[src/rtl/runway_pkg.sv]
// Shared types for the runway clearance scheduler.
package runway_pkg;

    // Storage width for plane IDs held in runway slots. ID_W must not exceed it.
    localparam int ID_MAX_W = 16;
    // Widest runway index (eight runways).
    localparam int RW_MAX_W = 3;

    typedef enum logic {
        K_TAKEOFF = 1'b0,
        K_LANDING = 1'b1
    } plane_kind_t;

    typedef struct packed {
        logic [ID_MAX_W-1:0] owner;
        logic                active;
    } runway_slot_t;

    typedef struct packed {
        logic [ID_MAX_W-1:0] id;
        plane_kind_t         kind;
        logic [RW_MAX_W-1:0] runway;
    } clearance_t;

    typedef enum logic {
        S_IDLE  = 1'b0,
        S_OFFER = 1'b1
    } sched_state_t;

    // Runway index width; a single runway still needs one bit.
    function automatic int rw_width(input int n);
        return (n <= 1) ? 1 : $clog2(n);
    endfunction

endpackage

[src/rtl/runway_scheduler_if.sv]
// Request / release / clearance bundle between decoder, scheduler and reply path.
interface runway_scheduler_if
    import runway_pkg::*;
#(
    parameter int NUM_RUNWAYS = 2,
    parameter int QUEUE_DEPTH = 4,
    parameter int ID_W        = 4
);
    localparam int RW_W  = rw_width(NUM_RUNWAYS);
    localparam int CNT_W = $clog2(QUEUE_DEPTH) + 1;

    logic                   req_valid;
    logic                   req_kind;
    logic [ID_W-1:0]        req_id;
    logic                   req_reject;
    logic                   rel_valid;
    logic [ID_W-1:0]        rel_id;
    logic [RW_W-1:0]        rel_runway;
    logic                   rel_error;
    logic                   clr_valid;
    logic                   clr_ready;
    logic [ID_W-1:0]        clr_id;
    logic                   clr_kind;
    logic [RW_W-1:0]        clr_runway;
    logic [NUM_RUNWAYS-1:0] runway_busy;
    logic [CNT_W-1:0]       takeoff_count;
    logic [CNT_W-1:0]       landing_count;

    modport master (
        output req_valid, req_kind, req_id, rel_valid, rel_id, rel_runway, clr_ready,
        input  req_reject, rel_error, clr_valid, clr_id, clr_kind, clr_runway,
               runway_busy, takeoff_count, landing_count
    );

    modport slave (
        input  req_valid, req_kind, req_id, rel_valid, rel_id, rel_runway, clr_ready,
        output req_reject, rel_error, clr_valid, clr_id, clr_kind, clr_runway,
               runway_busy, takeoff_count, landing_count
    );

endinterface

[src/rtl/plane_queue.sv]
// Power-of-two FIFO for waiting planes. Push is ignored when full, pop when empty.
module plane_queue #(
    parameter int WIDTH = 4,
    parameter int DEPTH = 4
) (
    input  logic                   clock,
    input  logic                   reset_n,
    input  logic                   push,
    input  logic                   pop,
    input  logic [WIDTH-1:0]       din,
    output logic [WIDTH-1:0]       dout,
    output logic [$clog2(DEPTH):0] count,
    output logic                   full,
    output logic                   empty
);
    localparam int PTR_W = $clog2(DEPTH);
    localparam int CNT_W = PTR_W + 1;

    logic [WIDTH-1:0] mem [DEPTH];
    logic [PTR_W-1:0] wr_q, wr_d, rd_q, rd_d;
    logic [CNT_W-1:0] cnt_q, cnt_d;
    logic             push_ok, pop_ok;

    // Full/empty come from the registered count, so a same-edge pop never makes room.
    always_comb begin
        push_ok = push && (cnt_q != CNT_W'(DEPTH));
        pop_ok  = pop && (cnt_q != '0);
        wr_d    = push_ok ? wr_q + PTR_W'(1) : wr_q;
        rd_d    = pop_ok  ? rd_q + PTR_W'(1) : rd_q;
        cnt_d   = cnt_q;
        if (push_ok && !pop_ok) cnt_d = cnt_q + CNT_W'(1);
        if (!push_ok && pop_ok) cnt_d = cnt_q - CNT_W'(1);
    end

    // Pointer and occupancy state; pointers wrap naturally at DEPTH.
    always_ff @(posedge clock or negedge reset_n) begin
        if (!reset_n) begin
            wr_q  <= '0;
            rd_q  <= '0;
            cnt_q <= '0;
        end else begin
            wr_q  <= wr_d;
            rd_q  <= rd_d;
            cnt_q <= cnt_d;
        end
    end

    // Entry storage needs no reset; the count guards every read.
    always_ff @(posedge clock) begin
        if (push_ok) mem[wr_q] <= din;
    end

    assign dout  = mem[rd_q];
    assign count = cnt_q;
    assign full  = (cnt_q == CNT_W'(DEPTH));
    assign empty = (cnt_q == '0);

endmodule

[src/rtl/runway_scheduler.sv]
// N-runway clearance scheduler: per-kind queues, runway locks, valid/ready clearances.
// Build option RUNWAY_LANDING_PRIORITY_EN: landings beat takeoffs when both queues wait;
// otherwise the kinds alternate using the last-served flag.
module runway_scheduler
    import runway_pkg::*;
#(
    parameter int NUM_RUNWAYS = 2,
    parameter int QUEUE_DEPTH = 4,
    parameter int ID_W        = 4
) (
    input  logic              clock,
    input  logic              reset_n,
    runway_scheduler_if.slave bus
);
    localparam int RW_W  = rw_width(NUM_RUNWAYS);
    localparam int CNT_W = $clog2(QUEUE_DEPTH) + 1;

    sched_state_t           state_q, state_d;
    plane_kind_t            last_q, last_d, pick;
    runway_slot_t           slots_q [NUM_RUNWAYS];
    runway_slot_t           slots_d [NUM_RUNWAYS];
    logic [ID_W-1:0]        clr_id_q, clr_id_d;
    plane_kind_t            clr_kind_q, clr_kind_d;
    logic [RW_W-1:0]        clr_rw_q, clr_rw_d;
    logic                   rej_q, rej_d, err_q, err_d;

    logic                   to_full, to_empty, ld_full, ld_empty;
    logic [ID_W-1:0]        to_head, ld_head;
    logic [CNT_W-1:0]       to_cnt, ld_cnt;
    logic                   to_push, ld_push, to_pop, ld_pop;

    logic [NUM_RUNWAYS-1:0] free_vec, lock_vec, rel_hit, busy;
    logic [RW_W-1:0]        lock_idx;
    logic                   any_free, start, rel_ok;

    plane_queue #(.WIDTH(ID_W), .DEPTH(QUEUE_DEPTH)) u_takeoff_q (
        .clock   (clock),
        .reset_n (reset_n),
        .push    (to_push),
        .pop     (to_pop),
        .din     (bus.req_id),
        .dout    (to_head),
        .count   (to_cnt),
        .full    (to_full),
        .empty   (to_empty)
    );

    plane_queue #(.WIDTH(ID_W), .DEPTH(QUEUE_DEPTH)) u_landing_q (
        .clock   (clock),
        .reset_n (reset_n),
        .push    (ld_push),
        .pop     (ld_pop),
        .din     (bus.req_id),
        .dout    (ld_head),
        .count   (ld_cnt),
        .full    (ld_full),
        .empty   (ld_empty)
    );

    // Lowest free runway and release match, done by index compare so an
    // out-of-range rel_runway simply matches nothing.
    always_comb begin
        free_vec = '0;
        lock_vec = '0;
        rel_hit  = '0;
        busy     = '0;
        lock_idx = '0;
        for (int i = NUM_RUNWAYS - 1; i >= 0; i--) begin
            free_vec[i] = !slots_q[i].active;
            busy[i]     = slots_q[i].active;
            if (!slots_q[i].active) lock_idx = RW_W'(i);
            rel_hit[i]  = (bus.rel_runway == RW_W'(i)) && slots_q[i].active &&
                          (slots_q[i].owner == ID_MAX_W'(bus.rel_id));
        end
        for (int i = 0; i < NUM_RUNWAYS; i++)
            lock_vec[i] = free_vec[i] && (lock_idx == RW_W'(i));
        any_free = |free_vec;
        rel_ok   = bus.rel_valid && (|rel_hit);
    end

    // Which queue to serve when a runway can be handed out.
    always_comb begin
        pick = K_TAKEOFF;
        if (!to_empty && !ld_empty) begin
`ifdef RUNWAY_LANDING_PRIORITY_EN
            pick = K_LANDING;
`else
            pick = (last_q == K_LANDING) ? K_TAKEOFF : K_LANDING;
`endif
        end else if (!ld_empty) begin
            pick = K_LANDING;
        end
        start = (state_q == S_IDLE) && any_free && (!to_empty || !ld_empty);
    end

    // FSM next state, queue pops and the clearance captured at the lock.
    always_comb begin
        state_d    = state_q;
        last_d     = last_q;
        clr_id_d   = clr_id_q;
        clr_kind_d = clr_kind_q;
        clr_rw_d   = clr_rw_q;
        to_pop     = 1'b0;
        ld_pop     = 1'b0;
        case (state_q)
            S_IDLE: begin
                if (start) begin
                    state_d    = S_OFFER;
                    last_d     = pick;
                    to_pop     = (pick == K_TAKEOFF);
                    ld_pop     = (pick == K_LANDING);
                    clr_id_d   = (pick == K_LANDING) ? ld_head : to_head;
                    clr_kind_d = pick;
                    clr_rw_d   = lock_idx;
                end
            end
            S_OFFER: begin
                if (bus.clr_ready) state_d = S_IDLE;
            end
            default: state_d = S_IDLE;
        endcase
    end

    // Runway locks: release and a new lock can land on the same edge (different runways).
    always_comb begin
        for (int i = 0; i < NUM_RUNWAYS; i++) begin
            slots_d[i] = slots_q[i];
            if (rel_ok && rel_hit[i]) slots_d[i].active = 1'b0;
            if (start && lock_vec[i]) begin
                slots_d[i].active = 1'b1;
                slots_d[i].owner  = ID_MAX_W'(clr_id_d);
            end
        end
    end

    // Enqueue and error pulses; full is sampled before the edge.
    always_comb begin
        to_push = bus.req_valid && (bus.req_kind == K_TAKEOFF);
        ld_push = bus.req_valid && (bus.req_kind == K_LANDING);
        rej_d   = bus.req_valid && ((bus.req_kind == K_LANDING) ? ld_full : to_full);
        err_d   = bus.rel_valid && !rel_ok;
    end

    // Scheduler state registers.
    always_ff @(posedge clock or negedge reset_n) begin
        if (!reset_n) begin
            state_q    <= S_IDLE;
            last_q     <= K_LANDING;
            clr_id_q   <= '0;
            clr_kind_q <= K_TAKEOFF;
            clr_rw_q   <= '0;
            rej_q      <= 1'b0;
            err_q      <= 1'b0;
            for (int i = 0; i < NUM_RUNWAYS; i++) slots_q[i] <= '0;
        end else begin
            state_q    <= state_d;
            last_q     <= last_d;
            clr_id_q   <= clr_id_d;
            clr_kind_q <= clr_kind_d;
            clr_rw_q   <= clr_rw_d;
            rej_q      <= rej_d;
            err_q      <= err_d;
            for (int i = 0; i < NUM_RUNWAYS; i++) slots_q[i] <= slots_d[i];
        end
    end

    assign bus.clr_valid     = (state_q == S_OFFER);
    assign bus.clr_id        = clr_id_q;
    assign bus.clr_kind      = clr_kind_q;
    assign bus.clr_runway    = clr_rw_q;
    assign bus.runway_busy   = busy;
    assign bus.req_reject    = rej_q;
    assign bus.rel_error     = err_q;
    assign bus.takeoff_count = to_cnt;
    assign bus.landing_count = ld_cnt;

endmodule
[src/flat_wrapper.sv]
// flat-port wrapper written by rule: the top's interface ports become plain ports
module runway_scheduler_flat import runway_pkg::*;
#(
    parameter int NUM_RUNWAYS = 2,
    parameter int QUEUE_DEPTH = 4,
    parameter int ID_W        = 4
)
  (clock, reset_n, bus_req_valid, bus_req_kind, bus_req_id, bus_rel_valid, bus_rel_id, bus_rel_runway, bus_clr_ready, bus_req_reject, bus_rel_error, bus_clr_valid, bus_clr_id, bus_clr_kind, bus_clr_runway, bus_runway_busy, bus_takeoff_count, bus_landing_count);
  runway_scheduler_if #(.NUM_RUNWAYS(NUM_RUNWAYS), .QUEUE_DEPTH(QUEUE_DEPTH), .ID_W(ID_W)) bus_i ();
  input  logic clock;
  input  logic reset_n;
  input wire logic [$bits(bus_i.req_valid)-1:0] bus_req_valid;
  input wire logic [$bits(bus_i.req_kind)-1:0] bus_req_kind;
  input wire logic [$bits(bus_i.req_id)-1:0] bus_req_id;
  input wire logic [$bits(bus_i.rel_valid)-1:0] bus_rel_valid;
  input wire logic [$bits(bus_i.rel_id)-1:0] bus_rel_id;
  input wire logic [$bits(bus_i.rel_runway)-1:0] bus_rel_runway;
  input wire logic [$bits(bus_i.clr_ready)-1:0] bus_clr_ready;
  output wire logic [$bits(bus_i.req_reject)-1:0] bus_req_reject;
  output wire logic [$bits(bus_i.rel_error)-1:0] bus_rel_error;
  output wire logic [$bits(bus_i.clr_valid)-1:0] bus_clr_valid;
  output wire logic [$bits(bus_i.clr_id)-1:0] bus_clr_id;
  output wire logic [$bits(bus_i.clr_kind)-1:0] bus_clr_kind;
  output wire logic [$bits(bus_i.clr_runway)-1:0] bus_clr_runway;
  output wire logic [$bits(bus_i.runway_busy)-1:0] bus_runway_busy;
  output wire logic [$bits(bus_i.takeoff_count)-1:0] bus_takeoff_count;
  output wire logic [$bits(bus_i.landing_count)-1:0] bus_landing_count;
  assign bus_i.req_valid = bus_req_valid;
  assign bus_i.req_kind = bus_req_kind;
  assign bus_i.req_id = bus_req_id;
  assign bus_i.rel_valid = bus_rel_valid;
  assign bus_i.rel_id = bus_rel_id;
  assign bus_i.rel_runway = bus_rel_runway;
  assign bus_i.clr_ready = bus_clr_ready;
  assign bus_req_reject = bus_i.req_reject;
  assign bus_rel_error = bus_i.rel_error;
  assign bus_clr_valid = bus_i.clr_valid;
  assign bus_clr_id = bus_i.clr_id;
  assign bus_clr_kind = bus_i.clr_kind;
  assign bus_clr_runway = bus_i.clr_runway;
  assign bus_runway_busy = bus_i.runway_busy;
  assign bus_takeoff_count = bus_i.takeoff_count;
  assign bus_landing_count = bus_i.landing_count;
  runway_scheduler #(.NUM_RUNWAYS(NUM_RUNWAYS), .QUEUE_DEPTH(QUEUE_DEPTH), .ID_W(ID_W)) u_core (.clock(clock), .reset_n(reset_n), .bus(bus_i));
endmodule
[config.mk]
export PLATFORM = sky130hd
export DESIGN_NAME = runway_scheduler_flat
export DESIGN_NICKNAME = d
export VERILOG_FILES = /design/src/rtl/runway_pkg.sv /design/src/rtl/runway_scheduler_if.sv /design/src/rtl/plane_queue.sv /design/src/rtl/runway_scheduler.sv /design/src/flat_wrapper.sv
export SDC_FILE = /design/constraint.sdc
export NUM_CORES = 1
export LEC_CHECK = 0
export CORE_MARGIN = 1.5
export CORE_UTILIZATION = 58
export CTS_BUF_LIST = sky130_fd_sc_hd__clkbuf_8
export DETAILED_ROUTE_END_ITERATION = 12
export GPL_ROUTABILITY_DRIVEN = 0
export PLACE_DENSITY = 0.89
export SYNTH_ARGS = -nofsm -noshare
export SYNTH_HDL_FRONTEND = slang
export SYNTH_SLANG_ARGS = --single-unit
[constraint.sdc]
create_clock -name clock -period 3 [get_ports clock]
set_input_delay 0.6 -clock clock [delete_from_list [all_inputs] [get_ports clock]]
set_output_delay 0.6 -clock clock [all_outputs]
set_load 0.02 [all_outputs]
======== Yosys cells after proc, flatten, opt, wreduce, memory -nomap -nowiden ========
Memories as Yosys holds them, arrays and structs flattened.
Cells that the tools add are included.
word-level totals
  register bits ........................... 34
  latch bits .............................. 0
  RAM bits ................................ 32
  ROM bits ................................ 0
  bits of input ports ..................... 15
  output and inout bits ................... 17
  logic and storage cells ................. 113
  memories kept ........................... 2
memory list
  memory                  words  bits a word  read ports  clocked after memory_dff  wr ports  line               RTL
  u_core.u_landing_q.mem  4      4            1           0                         1         plane_queue.sv:19  logic [WIDTH-1:0] mem [DEPTH];
  u_core.u_takeoff_q.mem  4      4            1           0                         1         plane_queue.sv:19
cells by class
  add/sub/neg operators ................... 8
  multipliers ............................. 0
  divide/modulo/power cells ............... 0
  $lt $le $gt $ge ......................... 0
  equal/unequal tests ..................... 6
  shifts and indexed selects .............. 0
  mux-type cells .......................... 28
  bitwise gates (word level) .............. 5
  reductions and logical operators ........ 47
operator list
  operator             count
  $logic_and 1x1->1    26
  $mux 1               20
  $mux 3               4
  $mux 4               3
  $logic_not 1->1      9
  $add 2x1->2 const B  4
  $eq 4x4->1           2
  $reduce_bool 2->1    4
  $add 3x1->3 const B  2
  $eq 3x3->1 const B   2
  $logic_not 3->1      2
  $ne 3x3->1 const B   2
  $reduce_bool 3->1    2
  $sub 3x1->3 const B  2
  $not 1->1            5
  $reduce_or 2->1      2
  $pmux 1 s2           1
  $reduce_and 2->1     1
  $logic_or 1x1->1     1

======== Longest topological paths before layout ========
  depth after elaboration ................. 12
  gate-level depth with buffers ........... 11
  gate-level depth less buffers ........... 10

======== Hierarchy ========
A second synthesis with hierarchy kept.
second synthesis, totals
  cells, all modules ...................... 216
  area total of the unflattened synthesis .. 3,044.2 um^2
by module, submodules not included
  module            times used  cells an instance  area an instance (um^2)  sequential area each (um^2)
  plane_queue       2           58                 1,017.2                  655.6
  runway_scheduler  1           100                1,009.7                  501.7

======== Worst setup path after synthesis ========
No wires, ideal clock.
  kind .................................... register to register
  start ................................... register u_core.u_takeoff_q.cnt_q[1] (netlist: u_core.u_takeoff_q.count[1])
  end ..................................... register u_core.u_landing_q.cnt_q[2] (netlist: u_core.u_landing_q.count[2])
  library setup time ...................... 0.081 ns
  data arrival time ....................... 2.236 ns
  data required time ...................... 2.919 ns
  setup slack ............................. 0.683 ns
  cell stages (with the launch flop) ...... 11
  buffers on the path ..................... 0
  period minus slack after synthesis ...... 2.317 ns
  cells stage by stage .................... dfrtp_1 > or3_4 > a21oi_1 > nand2_1 > inv_1 > ha_1 > inv_1 > fa_1 > xor2_1 > nor2_1 > xor2_1
between the ends
  longest elaborated chain between the ends .. 10
  elaborated cells between the ends (all ways) .. 14
  those cells by class .................... mux: 4; reduce/logical: 10
RTL lines
  element                                                line                                            RTL
  from (decl)                                            plane_queue.sv:21                               logic [CNT_W-1:0] cnt_q, cnt_d;
  from (signal assigned)                                 plane_queue.sv:44                               cnt_q <= cnt_d;
  $logic_not 3->1 *                                      plane_queue.sv:56                               assign empty = (cnt_q == '0);
  $logic_not 1->1 *                                      runway_scheduler.sv:84, runway_scheduler.sv:93
  $logic_and 1x1->1 or $logic_or 1x1->1 (tied branches)  runway_scheduler.sv:84, runway_scheduler.sv:93
  $mux 1 or $logic_and 1x1->1 (tied branches)            runway_scheduler.sv:84, runway_scheduler.sv:93
  $mux 1 *                                               runway_scheduler.sv:107                         if (start) begin
  $mux 1 *                                               runway_scheduler.sv:105                         case (state_q)
  $logic_and 1x1->1 *                                    plane_queue.sv:27                               pop_ok = pop && (cnt_q != '0);
  via u_core.u_landing_q.pop_ok                          plane_queue.sv:22                               logic push_ok, pop_ok;
  $logic_not 1->1                                        plane_queue.sv:31                               if (push_ok && !pop_ok) cnt_d = cnt_q + CNT_W'(1);
  $logic_and 1x1->1                                      plane_queue.sv:31
  $reduce_bool 2->1 (no source line)                     -
  to (signal assigned)                                   plane_queue.sv:44
  to (decl)                                              plane_queue.sv:21
Mark *: on every way through the listed nets, which the timed path passes. The rest lies on a longest branch.
A chain may end at the register's enable or synchronous reset.

======== Worst setup path after layout ========
  start ................................... register u_core.u_takeoff_q.cnt_q[0] (netlist: u_core.u_takeoff_q.count[0])
  end ..................................... register u_core.u_landing_q.cnt_q[2] (netlist: u_core.u_landing_q.count[2])
Same word-level chain as after synthesis.

==> impl_summary.txt <==
----------------------------------------------------
[Finish]
  Share of post-route cells with drive strength above 1 ... between 10% and 20%
  Area added between synthesis and finish ... 18.7%
  Register area ... about 1800 sq um
  Layout net count ... roughly 280
  Fill cell total of the finished layout ... 340
  Area of combinational cells with multiple inputs ... around 1100 sq um
  Number of inserted diodes ... 0

[Placed design]
  Detailed placement HPWL ... 3.86 mm
  Count of port buffers added during placement ... 31
  Post-Place Setup Slack ... a little over 0.4 ns

[Die]
  Die X-Extent ... roughly 75 microns
  Total die area ... 5620 sq um
  Die height ... around 75 microns
  Core outline area ... just over 5000 sq um
  I/O pin count ... 32
  Starting utilization of the core area ... between 50% and 60%
  Number of rows in the core area ... 26

[Timing]
  Fin crit share ... between 80 and 90%
  Number of hold violations in the final report ... 0
  Final setup violation count ... 0
  Final critical-path setup slack ... around 0.55 ns
  Number of max-slew violations in the final report ... 0
  Post-route setup TNS ... 0 ns
  Min Tclk post-route ... ~2.5 ns
  Final Hold Slack ... between 0.4 and 0.5 ns
  Slew headroom ... 56.0%
  Skew final ... between 0.01 and 0.015 ns
  Maximum operating frequency ... between 400 and 500 MHz
  Worst Max-Slew Pin Slew ... 0.659 ns
  Unrepaired setup endpoints after global routing ... false

[Route]
  Average via count per standard cell ... approximately 5.3
  Sum of routed wire length over all layers ... ~5.3 mm
  DRC ... 0
  Number of detailed-routing iterations run before antenna repair ... 4
  Via count ... between 1500 and 2000
  Post-route ant nets ... 0
  Initial DRC Count ... 112
  Routed len/inst ... between 15 and 20 microns

[Setup path]
  Setup crit end kind ... flip-flop
  Cell class contributing the biggest share of worst-path delay ... simple AND/OR/NAND/NOR gates
  Max stage delay cell, worst path ... dfrtp_1
  Sort of element at the start of the critical path ... flip-flop
  Maximum single-stage delay on the critical path ... between 0.4 and 0.5 ns
  Data arrival time of the critical path ... 2.71 ns
  Peak fanout along the critical path ... 5
  Number of buffers and inverters on the critical path ... 2
  Critical Setup Path Class ... flip-flop to flip-flop
  CP cell instances ... or3_4, a21oi_1, nand2_1, inv_1, ha_1, inv_1, fa_1, xor2_1, nor2_1, xor2_1
  WP data required ... between 3 and 4 ns

[Clock network]
  CTS tree ... built
  Cts bufs inserted ... 9
  Quantity of gates resized following cts ... 0
  Buffer depth of the longest clock path ... 2
  Number of clock sinks ... 66
  Clock slew at reported path FFs ... 0.07 ns
  Hold bufs inserted after CTS ... 0
  H-Tree Level Count ... 3
  Clk Tree Root Cell ... clkbuf_8
  Post-CTS repair timing setup buffer count ... 0
  Clk Latency, worst-skew pair ... ~0.33 ns

[GRT]
  Pin count of the biggest net entering global routing ... 35
  Number of global-route vias before repair ... ~1700
  GR Layer Usage met2 ... 34.1%
  First-pass GRT wire length ... around 8.5 mm
  Total global routing track utilization ... 21.5%
  Met3 layer usage reported by global route ... 7.23%
  Busiest layer in global routing ... met2
  Antenna violations before repair ... 0
  Met1 Resource Use GR ... between 20% and 30%
  Global route overflow ... 0

[Synthesis]
  Area of the mapped netlist ... between 3000 and 4000 sq um
  Area fraction of the dominant cell type after synthesis ... between 30% and 40%
  Top cell types by occurrence after synthesis ... 33 x dfrtp_1, 32 x edfxtp_1, 20 x inv_1
  Post-synthesis sequential area ratio ... 60.3%
  Synthesized netlist net count ... 240
  Number of flops mapped to enable cells by yosys ... 32
  Number of register bits inferred by synthesis ... 66
  Library cells used by synthesis ... 40
  Async set or reset register ratio after synthesis ... approximately half
  Syn Inst Count ... roughly 210
  Most area-hungry cell type in the Yosys netlist ... edfxtp_1
  Most common flop cell mapped by yosys ... dfrtp_1
  Per-instance average area after synthesis ... 14.1 sq um
  Top cells by area, synth ... edfxtp_1 32%, dfrtp_1 27%, mux4_2 6.0%, ha_1 4.2%, xnor2_1 3.2%
  YS warnings ... 0
  Cell with the most instances after synthesis ... dfrtp_1

[Run status]
  Result of the run ... finished clean

[Hold path]
  Hold WC Path Type ... flip-flop to flip-flop

[Pwr]
  Leakage ... 1.42 nW
  Post-route total power ... ~3.7 mW
  Power per standard cell area ... between 1000 and 1500 nW/um^2
  Highest ir drop seen on vdd ... approximately 0.45 mV

[Run]
  Number of max-cap violations ... 0

----------------------------------------------------
-- worst paths after layout --
| path | from | endpoint | slack [ns] | depth (start not counted) |
|---|---|---|---|---|
| max | u_core.u_takeoff_q.count[0] | u_core.u_landing_q.count[2] | 0.55 | 10 |
| max in group asynchronous | reset_n | u_core.last_q | 1.98 | 2 |
| max reg2reg | u_core.u_takeoff_q.count[0] | u_core.u_landing_q.count[2] | 0.55 | 10 |
| min | u_core.bus.clr_id[2] | u_core.bus.clr_id[2] | 0.49 | 2 |
| min in group asynchronous | reset_n | u_core.u_landing_q.count[1] | 0.68 | 2 |
| min reg2reg | u_core.bus.clr_id[2] | u_core.bus.clr_id[2] | 0.49 | 2 |
-- final cells by class --
class	count	area share [%]
Timing Repair Buffer	34	9.33
Multi-Input combinational cell	121	30.4
Sequential cell	66	50.8
Tap cell	70	2.46
Clock inverter	5	0.632
Clock buffer	11	4.25
Inverter	20	2.11
-- power breakdown --
group,internal (mW),leakage [nW],switching (mW)
Clock,0.335,0.101,0.314
Sequential,1.23,0.684,0.283
Combinational,0.751,0.638,0.752
-- stage by stage --
stage	cells	utilization [%]	cell area [sq um]
detailed placement	311	67.3	3390
global placement	311	67.3	3390
CTS	327	70.7	3570
floorplan	213	-	3010
global route	327	70.7	3570
finish	327	70.7	3570
-- metal layers --
layer,routed length [microns],up-vias
met1,2420,851
met4,62,0
met2,2590,43
met5,0,-
li1,-,825
met3,217,5
-- worst min-delay path: stages, from the launching register on --
cell     delay, ns
dfrtp_1       0.34
nand2_1       0.05
o21ai_1       0.06
-- logic make-up after synthesis --
family | after synthesis | synth area share [%]
fa+ha+maj | 12 | 5.50
simple gates | 47 | 8.08
flops | 66 | 60.3
xor+xnor | 17 | 4.95
mux | 14 | 9.70
compound gates | 31 | 7.83
buf+inv | 26 | 3.62
-- cells in the final DEF, fill, tap and decap left out, types with 5 or more instances in the layout --
cell / count
mux4_2: 8
and2_1: 9
xnor2_1: 11
nor2_1: 11
dfrtp_1: 33
o21ai_1: 5
ha_1: 10
clkbuf_8: 11
a21oi_1: 11
edfxtp_1: 32
clkdlybuf4s50_1: 31
xor2_1: 6
inv_1: 22
nand2_1: 14
-- flip-flops by register name, summed over array words and instances (netlist names) --
signal and flops:
u_core.bus.clr_id 4, u_core.slots_q 8, u_core.u_landing_q.rd_q 2, u_core.u_takeoff_q.count 3, u_core.bus.req_reject 1, u_core.u_takeoff_q.mem 16
u_core.u_landing_q.wr_q 2, u_core.u_landing_q.mem 16, u_core.u_takeoff_q.wr_q 2, u_core.u_takeoff_q.rd_q 2, u_core.bus.clr_runway 1, u_core.bus.runway_busy 2
u_core.last_q 1, u_core.u_landing_q.count 3, u_core.bus.clr_kind 1, u_core.bus.rel_error 1, u_core.bus.clr_valid 1
(Power assumes the default switching activity.)
